--- config.mk ---
export PLATFORM = sky130hd
export DESIGN_NAME = instr_fetch_queue
export DESIGN_NICKNAME = d
export VERILOG_FILES = /design/src/rtl/ifetch_pkg.sv /design/src/rtl/ifq_ring.sv /design/src/rtl/instr_fetch_queue.sv
export SDC_FILE = /design/constraint.sdc
export NUM_CORES = 1
export LEC_CHECK = 0
export CORE_MARGIN = 3
export CORE_UTILIZATION = 33
export CTS_BUF_LIST = sky130_fd_sc_hd__clkbuf_16
export DETAILED_ROUTE_END_ITERATION = 16
export GPL_TIMING_DRIVEN = 0
export HOLD_SLACK_MARGIN = 0.15
export MAX_ROUTING_LAYER = met4
export PLACE_DENSITY = 0.57
export SETUP_SLACK_MARGIN = 0.15
export SYNTH_ARGS = -nofsm -noshare
export SYNTH_HDL_FRONTEND = slang
export SYNTH_HIERARCHICAL = 1
export SYNTH_SLANG_ARGS = --single-unit
--- constraint.sdc ---
create_clock -name clk -period 12.8 [get_ports clk]
set_input_delay 1.92 -clock clk [delete_from_list [all_inputs] [get_ports clk]]
set_output_delay 1.92 -clock clk [all_outputs]
set_load 0.01 [all_outputs]
--- src/rtl/ifetch_pkg.sv ---
// ifetch_pkg: shared widths, constants, queue entry type and pointer sizing for the fetch queue
package ifetch_pkg;
  localparam int PC_W = 32;
  localparam int INST_W = 32;
  localparam logic [PC_W-1:0] PC_STEP = 32'd4;
  localparam logic [INST_W-1:0] NOP_INST = 32'h0000_0013;
  typedef struct packed {
    logic [PC_W-1:0] pc;
    logic [INST_W-1:0] inst;
  } ifq_entry_t;
  function automatic int clog2(input int n);
    int r;
    r = 0;
    while ((1 << r) < n) r++;
    return r;
  endfunction
endpackage

--- src/rtl/ifq_ring.sv ---
// ifq_ring: {pc,inst} ring storage; pc written at allocation, inst written when memory returns it
module ifq_ring
  import ifetch_pkg::*;
#(
  parameter int DEPTH = 4,
  localparam int AW = clog2(DEPTH)
) (
  input  logic              clk,
  input  logic              pc_we,
  input  logic [AW-1:0]     pc_addr,
  input  logic [PC_W-1:0]   pc_data,
  input  logic              inst_we,
  input  logic [AW-1:0]     inst_addr,
  input  logic [INST_W-1:0] inst_data,
  input  logic [AW-1:0]     rd_addr,
  output ifq_entry_t        rd_entry
);
  ifq_entry_t mem [DEPTH];
  always_ff @(posedge clk) begin
    if (pc_we) mem[pc_addr].pc <= pc_data;
    if (inst_we) mem[inst_addr].inst <= inst_data;
  end
  assign rd_entry = mem[rd_addr];
endmodule

--- src/rtl/instr_fetch_queue.sv ---
// instr_fetch_queue: PC owner, credit-limited imem requester and in-order fetch queue feeding decode
module instr_fetch_queue
  import ifetch_pkg::*;
#(
  parameter logic [PC_W-1:0] RESET_PC = 32'h0000_0000,
  parameter int              DEPTH    = 4
) (
  input  logic              clk,
  input  logic              rst,
  output logic              imem_req_valid,
  input  logic              imem_req_ready,
  output logic [PC_W-1:0]   imem_req_addr,
  input  logic              imem_rsp_valid,
  input  logic [INST_W-1:0] imem_rsp_data,
  input  logic              redirect_valid,
  input  logic [PC_W-1:0]   redirect_pc,
  output logic              id_valid,
  input  logic              id_ready,
  output logic [PC_W-1:0]   id_pc,
  output logic [INST_W-1:0] id_inst
);
  localparam int AW = clog2(DEPTH);
  localparam int PW = AW + 1;
  localparam logic [PW:0] CAP = (PW+1)'(DEPTH);
  logic [PC_W-1:0] pc;
  logic [PW-1:0] head, fill, tail, drop_cnt, alloc_cnt, drop_nxt;
  logic [PW:0] credit;
  logic run, accept, rsp_fill, deq, filled;
  ifq_entry_t head_entry;
  assign alloc_cnt = tail - head;
  assign filled = fill != head;
  assign credit = {1'b0, alloc_cnt} + {1'b0, drop_cnt};
  // run holds requests off for the first cycle after reset so valid depends on state only
  assign imem_req_valid = run && credit < CAP;
  assign imem_req_addr = pc;
  assign accept = imem_req_valid & imem_req_ready;
  assign rsp_fill = imem_rsp_valid && drop_cnt == '0;
  assign deq = filled & id_ready;
  assign id_valid = filled;
  assign id_pc = filled ? head_entry.pc : '0;
  assign id_inst = filled ? head_entry.inst : '0;
  // everything allocated but unreturned, plus a request accepted now, becomes stale on redirect
  assign drop_nxt = drop_cnt + (tail - fill) + PW'(accept) - PW'(imem_rsp_valid);
  always_ff @(posedge clk or negedge rst) begin
    if (!rst) begin
      pc <= RESET_PC;
      head <= '0;
      fill <= '0;
      tail <= '0;
      drop_cnt <= '0;
      run <= 1'b0;
    end else begin
      run <= 1'b1;
      if (redirect_valid) begin
        pc <= redirect_pc & ~PC_W'(3);
        head <= '0;
        fill <= '0;
        tail <= '0;
        drop_cnt <= drop_nxt;
      end else begin
        if (accept) begin
          pc <= pc + PC_STEP;
          tail <= tail + 1'b1;
        end
        if (rsp_fill) fill <= fill + 1'b1;
        if (imem_rsp_valid && !rsp_fill) drop_cnt <= drop_cnt - 1'b1;
        if (deq) head <= head + 1'b1;
      end
    end
  end
  ifq_ring #(.DEPTH(DEPTH)) u_ring (
    .clk       (clk),
    .pc_we     (accept & ~redirect_valid),
    .pc_addr   (tail[AW-1:0]),
    .pc_data   (pc),
    .inst_we   (rsp_fill & ~redirect_valid),
    .inst_addr (fill[AW-1:0]),
    .inst_data (imem_rsp_data),
    .rd_addr   (head[AW-1:0]),
    .rd_entry  (head_entry)
  );
endmodule

* Word level (Yosys, flattened, before mapping) *
Memories as Yosys holds them, arrays and structs flattened.
Cells that the tools add are included.

word-level totals
  bits in latches = 0
  memories kept = 1
  bits in writable memories = 256
  logic and storage cells = 50
  register bits after elaboration = 45
  ROM bits = 0
  bits of input ports = 70
  output and inout port bits = 98

cells by class
  $mul = 0
  reduce and logical (&&, ||, !) cells = 9
  magnitude comparators = 1
  div/mod/pow operators = 0
  shifts and indexed selects = 0
  bitwise gates (word level) = 5
  $add $sub $neg = 11
  equal/unequal tests = 1
  muxes and demuxes = 16

memory list
  memory      words  width  read ports  clocked after Yosys merged registers in  write ports  RTL line        source
  u_ring.mem  4      64     1           0                                        2            ifq_ring.sv:18  ifq_entry_t mem [DEPTH];

operators by type and width
  kind                                                                  count
  32-bit two-way mux                                                    4
  32-bit by 3-bit adder with 32-bit output, second input constant       1
  3-bit two-way mux                                                     8
  3-bit by 1-bit adder with 3-bit output, second input constant         3
  2-bit nonzero test                                                    4
  3-bit subtractor                                                      2
  3-bit by 3-bit adder with 4-bit output                                1
  1-bit AND                                                             4
  4-bit by 3-bit < comparator with 1-bit output, second input constant  1
  1-bit two-way mux                                                     4
  3-bit by 1-bit adder with 3-bit output                                1
  3-bit adder                                                           1
  1-bit logical AND                                                     3
  3-bit zero test                                                       1
  3-bit inequality test                                                 1
  3-bit by 1-bit subtractor with 3-bit output                           1
  3-bit by 1-bit subtractor with 3-bit output, second input constant    1
  1-bit zero test                                                       1
  1-bit NOT                                                             1

* Depth between registers and ports, before layout *
  depth after elaboration = 8
  depth in mapped cells = 17
  mapped depth without buffers = 16

* Hierarchy *
The synthesis kept the hierarchy.

by module, submodules not included
  module             area an instance (sq um)  instances  cells an instance  sequential area each (sq um)
  ifq_ring           9,372.7                   1          342                7,687.4
  instr_fetch_queue  3,350.7                   1          398                1,076.0

* Least setup slack after synthesis *
OpenSTA, ideal clock, no wires.

  path kind = in2reg
  from = in redirect_valid
  to = mem u_ring/mem[0][32] (netlist bit) (enable)
  setup time = 0.468 ns
  arrival time = 5.094 ns
  data required time = 12.332 ns
  path buffers = 3
  setup slack = 7.238 ns
  cell stages on the path = 5
  cells stage by stage = clkbuf_1 > buf_1 > clkbuf_1 > nor2_1 > nor3b_1

RTL lines
  item             RTL line                 source
  start, declared  instr_fetch_queue.sv:15  input logic redirect_valid,
  end, declared    ifq_ring.sv:18

* Final worst setup path *
  from = reg tail[0]
  to = out imem_req_valid

between the ends
  cells in the longest elaborated chain, start to end = 4

ends and longest elaborated chain
  item                                           RTL line                 source
  start, declared                                instr_fetch_queue.sv:26  logic [PW-1:0] head, fill, tail, drop_cnt, alloc_cnt, drop_nxt;
  start signal, assigned                         instr_fetch_queue.sv:63  tail <= tail + 1'b1;
  3-bit subtractor                               instr_fetch_queue.sv:30  assign alloc_cnt = tail - head;
  3-bit by 3-bit adder with 4-bit output         instr_fetch_queue.sv:32  assign credit = {1'b0, alloc_cnt} + {1'b0, drop_cnt};
  4-bit by 3-bit < comparator with 1-bit output  instr_fetch_queue.sv:34  assign imem_req_valid = run && credit < CAP;
  1-bit logical AND                              instr_fetch_queue.sv:34
  end, declared                                  instr_fetch_queue.sv:10  output logic imem_req_valid,

No other way between the ends.

==> results.cfg <==
[status]
status = finished, final reports clean

[placed_design]
dp_slack_ps = 7640
placed_area_sq_mm = 0.0152
io_buffers = 162
gp_congestion = 0.817
dpl.cell_count = 1435
hpwl_mm = 20.6

[worst_setup_path]
critical_path_peak_fanout = 10
cp_slowest_cell = clkdlybuf4s50_1
reg2reg_depth = 14
crit_type = flip-flop to output pin
crit_end = imem_req_valid
crit_start = tail[0]
cpPeakStageDelay_ps = 540
regToRegSetupSlack_ps = 8440
worst_ep_required_time_ps = 10880
cp.arrival_ps = 3660
start_kind = flip-flop
path_cells = inv_1 -> ha_1 -> inv_1 -> fa_1 -> xor2_1 -> xnor2_1 -> ha_1 -> nor4b_2 -> buf_2 -> and2_1 -> clkdlybuf4s50_1
end_kind = output pin
r2r_start = tail[0]
r2r-end = u_ring/mem[0][43]

[synthesis]
synthDistinctLibCells = 50
netlist_instances = 740
synth_top_family_by_area = multiplexers
synth-main-ff-cell = edfxtp_1
synth-xor-area-share_pct = 1.24
syn_area_per_cell_sq_um = 17.2
synth_async_sr_flop_share_pct = 14.4
ys_warn_count = 6
yosys_register_bits = 299
synth_top_area_cell = edfxtp_1
synth_seq_area_share_pct = 68.9
synth_edf_count = 256
synth_top_area_share_pct = 60.4
synth-compound-area-share_pct = 3.37
ys_top_cells_by_area = edfxtp_1 (60%), mux4_2 (11%), dfrtp_1 (8.5%)
synth-adder-area-share_pct = 1.83
muxShareOfSynthArea_pct = 11.9
syn_area_sq_mm = 0.0127
synth_simple_gate_area_share_pct = 9.89

[die]
die_w_microns = 202
ioPinCount = 168
rows = 71
die_y_microns = 202
die_area_sq_mm = 0.0409
core-area_sq_mm = 0.0378
start_util_pct = 33.6

[route]
drtAntennaViolNets = 0
drtIter0Drc = 386
avgViaCountPerCell = 4.93
vias = 7378
drt-pass1-iter-count = 4
wl_per_cell_microns = 20.3
route.detailed.drc = 0
routed_wl_mm = 30.4

[min_path]
min_path_type = flip-flop to flip-flop

[cts]
clockBufferDepth = 3
cts_buffers = 34
post_cts_buffers = 0
clock-sinks = 299
root_buffer = clkbuf_16
cts.clk_slew.worst_paths_ps = 60
cts_max_level = 2
postCtsHoldBufs = 0
worstSkewPairLatency_ps = 510
cts_tree = yes
cts_resized = 0

[flow_run]
cap_violations = 0

[grt]
grt_max_degree = 33
grt_overflow = 0
grt_usage_pct = 15.4
grt_pass1_vias = 7760
antenna_found_initial = 2
grt_pass1_wl_mm = 46.8

[pwr]
clockPowerShare_pct = 33.7
vdd_drop_max_mv = 0.108
p_total_mw = 2.74
p_sw_mw = 0.728
p_int_mw = 2.02
power.density_mw_per_mm2 = 168
power_leakage_nw = 5.46
p_sw_share_pct = 26.5
combPwrFrac_pct = 24.3
seqPwrFrac_pct = 42.0

[timing]
fin_hold_ws_ps = 551
finalWorstSetupSlack_ps = 7220
setup_violations = 0
tns_ps = 0
skew_ps = 15.9
worstMarginPinSlew_ps = 919
final.min_clock_period_ps = 5580
period_share_pct = 43.6
hold_viol = 0
fmax_mhz = 179
slew_violations = 0
rsz0062_at_grt = false
relSlewSlack_pct = 38.7

[layout]
post-route-cell-area_sq_mm = 0.0163
drive_gt1_share_pct = 15.5
fin_util_pct = 43.1
fin_cells = 1496
multiInputGateArea_sq_mm = 0.00366
syn2layout_area_growth_pct = 28.1
nNetsFinal = 1045
fillers = 3437
seqCellArea_sq_mm = 0.00876
==> kinds of logic after synthesis <==
family / Yosys count
AOI/OAI and AO/OA: 66
xor gates and xnor gates: 18
adders and majority gates: 15
buffers and inverters: 58
DFF: 299
muxes: 70
other: 2
and+or+nand+nor: 212
==> routing by layer <==
layer | global-route usage, % | routed length [microns] | vias up
met5 | - | 0 | -
met4 | 4.97 | 820 | 0
met3 | 2.69 | 1490 | 49
met2 | 25.2 | 15000 | 189
met1 | 19.7 | 13100 | 3762
li1 | - | - | 3378
==> sequential cells by signal, indices dropped and copies added (netlist names) <==
name	cells
drop_cnt	3
fill	3
head	3
imem_req_addr	30
run	1
tail	3
u_ring/mem	256
==> critical path, delay by kind of cell (launching register included) <==
kind	cells	cell delay, ps
simple gates	2	570
fa+ha+maj	3	800
xor+xnor	2	290
buf+inv	4	1030
flops	1	460
==> power by group through the flow <==
stage	logic, mW	clock network (mW)	registers [mW]
finish	0.668	0.924	1.15
global route	0.734	0.992	1.16
CTS	0.690	0.951	1.15
detailed placement	0.686	0	1.17
global placement	0.674	0	1.17
floorplan	0.378	0	1.16
==> worst min path at each step <==
| stage | from | to | slack [ps] | cells past startpoint |
|---|---|---|---|---|
| floorplan | drop_cnt[2] | drop_cnt[2] | 490 | 1 |
| global placement | drop_cnt[2] | drop_cnt[2] | 540 | 1 |
| detailed placement | drop_cnt[2] | drop_cnt[2] | 550 | 1 |
| CTS | drop_cnt[2] | drop_cnt[2] | 560 | 1 |
| global route | drop_cnt[2] | drop_cnt[2] | 580 | 1 |
| finish | drop_cnt[2] | drop_cnt[2] | 550 | 1 |
==> layout make-up <==
cell class              count  share of cell area, %
clock inverters            25                   1.13
well taps                 511                   3.92
repair buffers            175                   11.2
multi-input cells         392                   22.4
clock buffers              35                   5.37
inverters                  18                  0.415
diodes                      1                 0.0154
plain buffers              40                   1.77
flip-flops and latches    299                   53.8
==> cell usage after synthesis (7+ instances only) <==
library cell,number
edfxtp_1,256
and2_1,66
mux4_2,60
dfrtp_1,43
nor2_1,32
a31oi_1,20
clkbuf_1,20
or4_1,20
o31ai_1,18
inv_1,17
nand2_1,17
nand4_1,17
nand3_1,15
o21ai_0,13
xor2_1,11
and3_1,9
ha_1,9
buf_2,7
xnor2_1,7
==> cell usage in the layout, fill, tap and decap left out, types with 5 or more instances in the layout <==
cell             synthesis  routed
nand3_1                 15      15
buf_6                    3       9
conb_1                   2      11
clkinv_2                 0       5
and2_1                  66      66
clkinv_1                 1       6
fa_1                     6       6
a21oi_1                  5       5
nor2_1                  32      32
edfxtp_1               256     256
o21ai_0                 13      13
nand4_1                 17      17
buf_12                   6      12
or4_1                   20      20
ha_1                     9       9
buf_2                    7       8
clkbuf_16                0      35
xor2_1                  11      11
and4_1                   5       5
nand2_1                 17      17
and3_1                   9       7
a31oi_1                 20      20
mux4_2                  60      60
inv_1                   17      28
xnor2_1                  7       7
clkdlybuf4s50_1          0     161
clkbuf_1                20      20
dfrtp_1                 43      43
o31ai_1                 18      18
No activity file was read; power rests on OpenSTA's default activity.
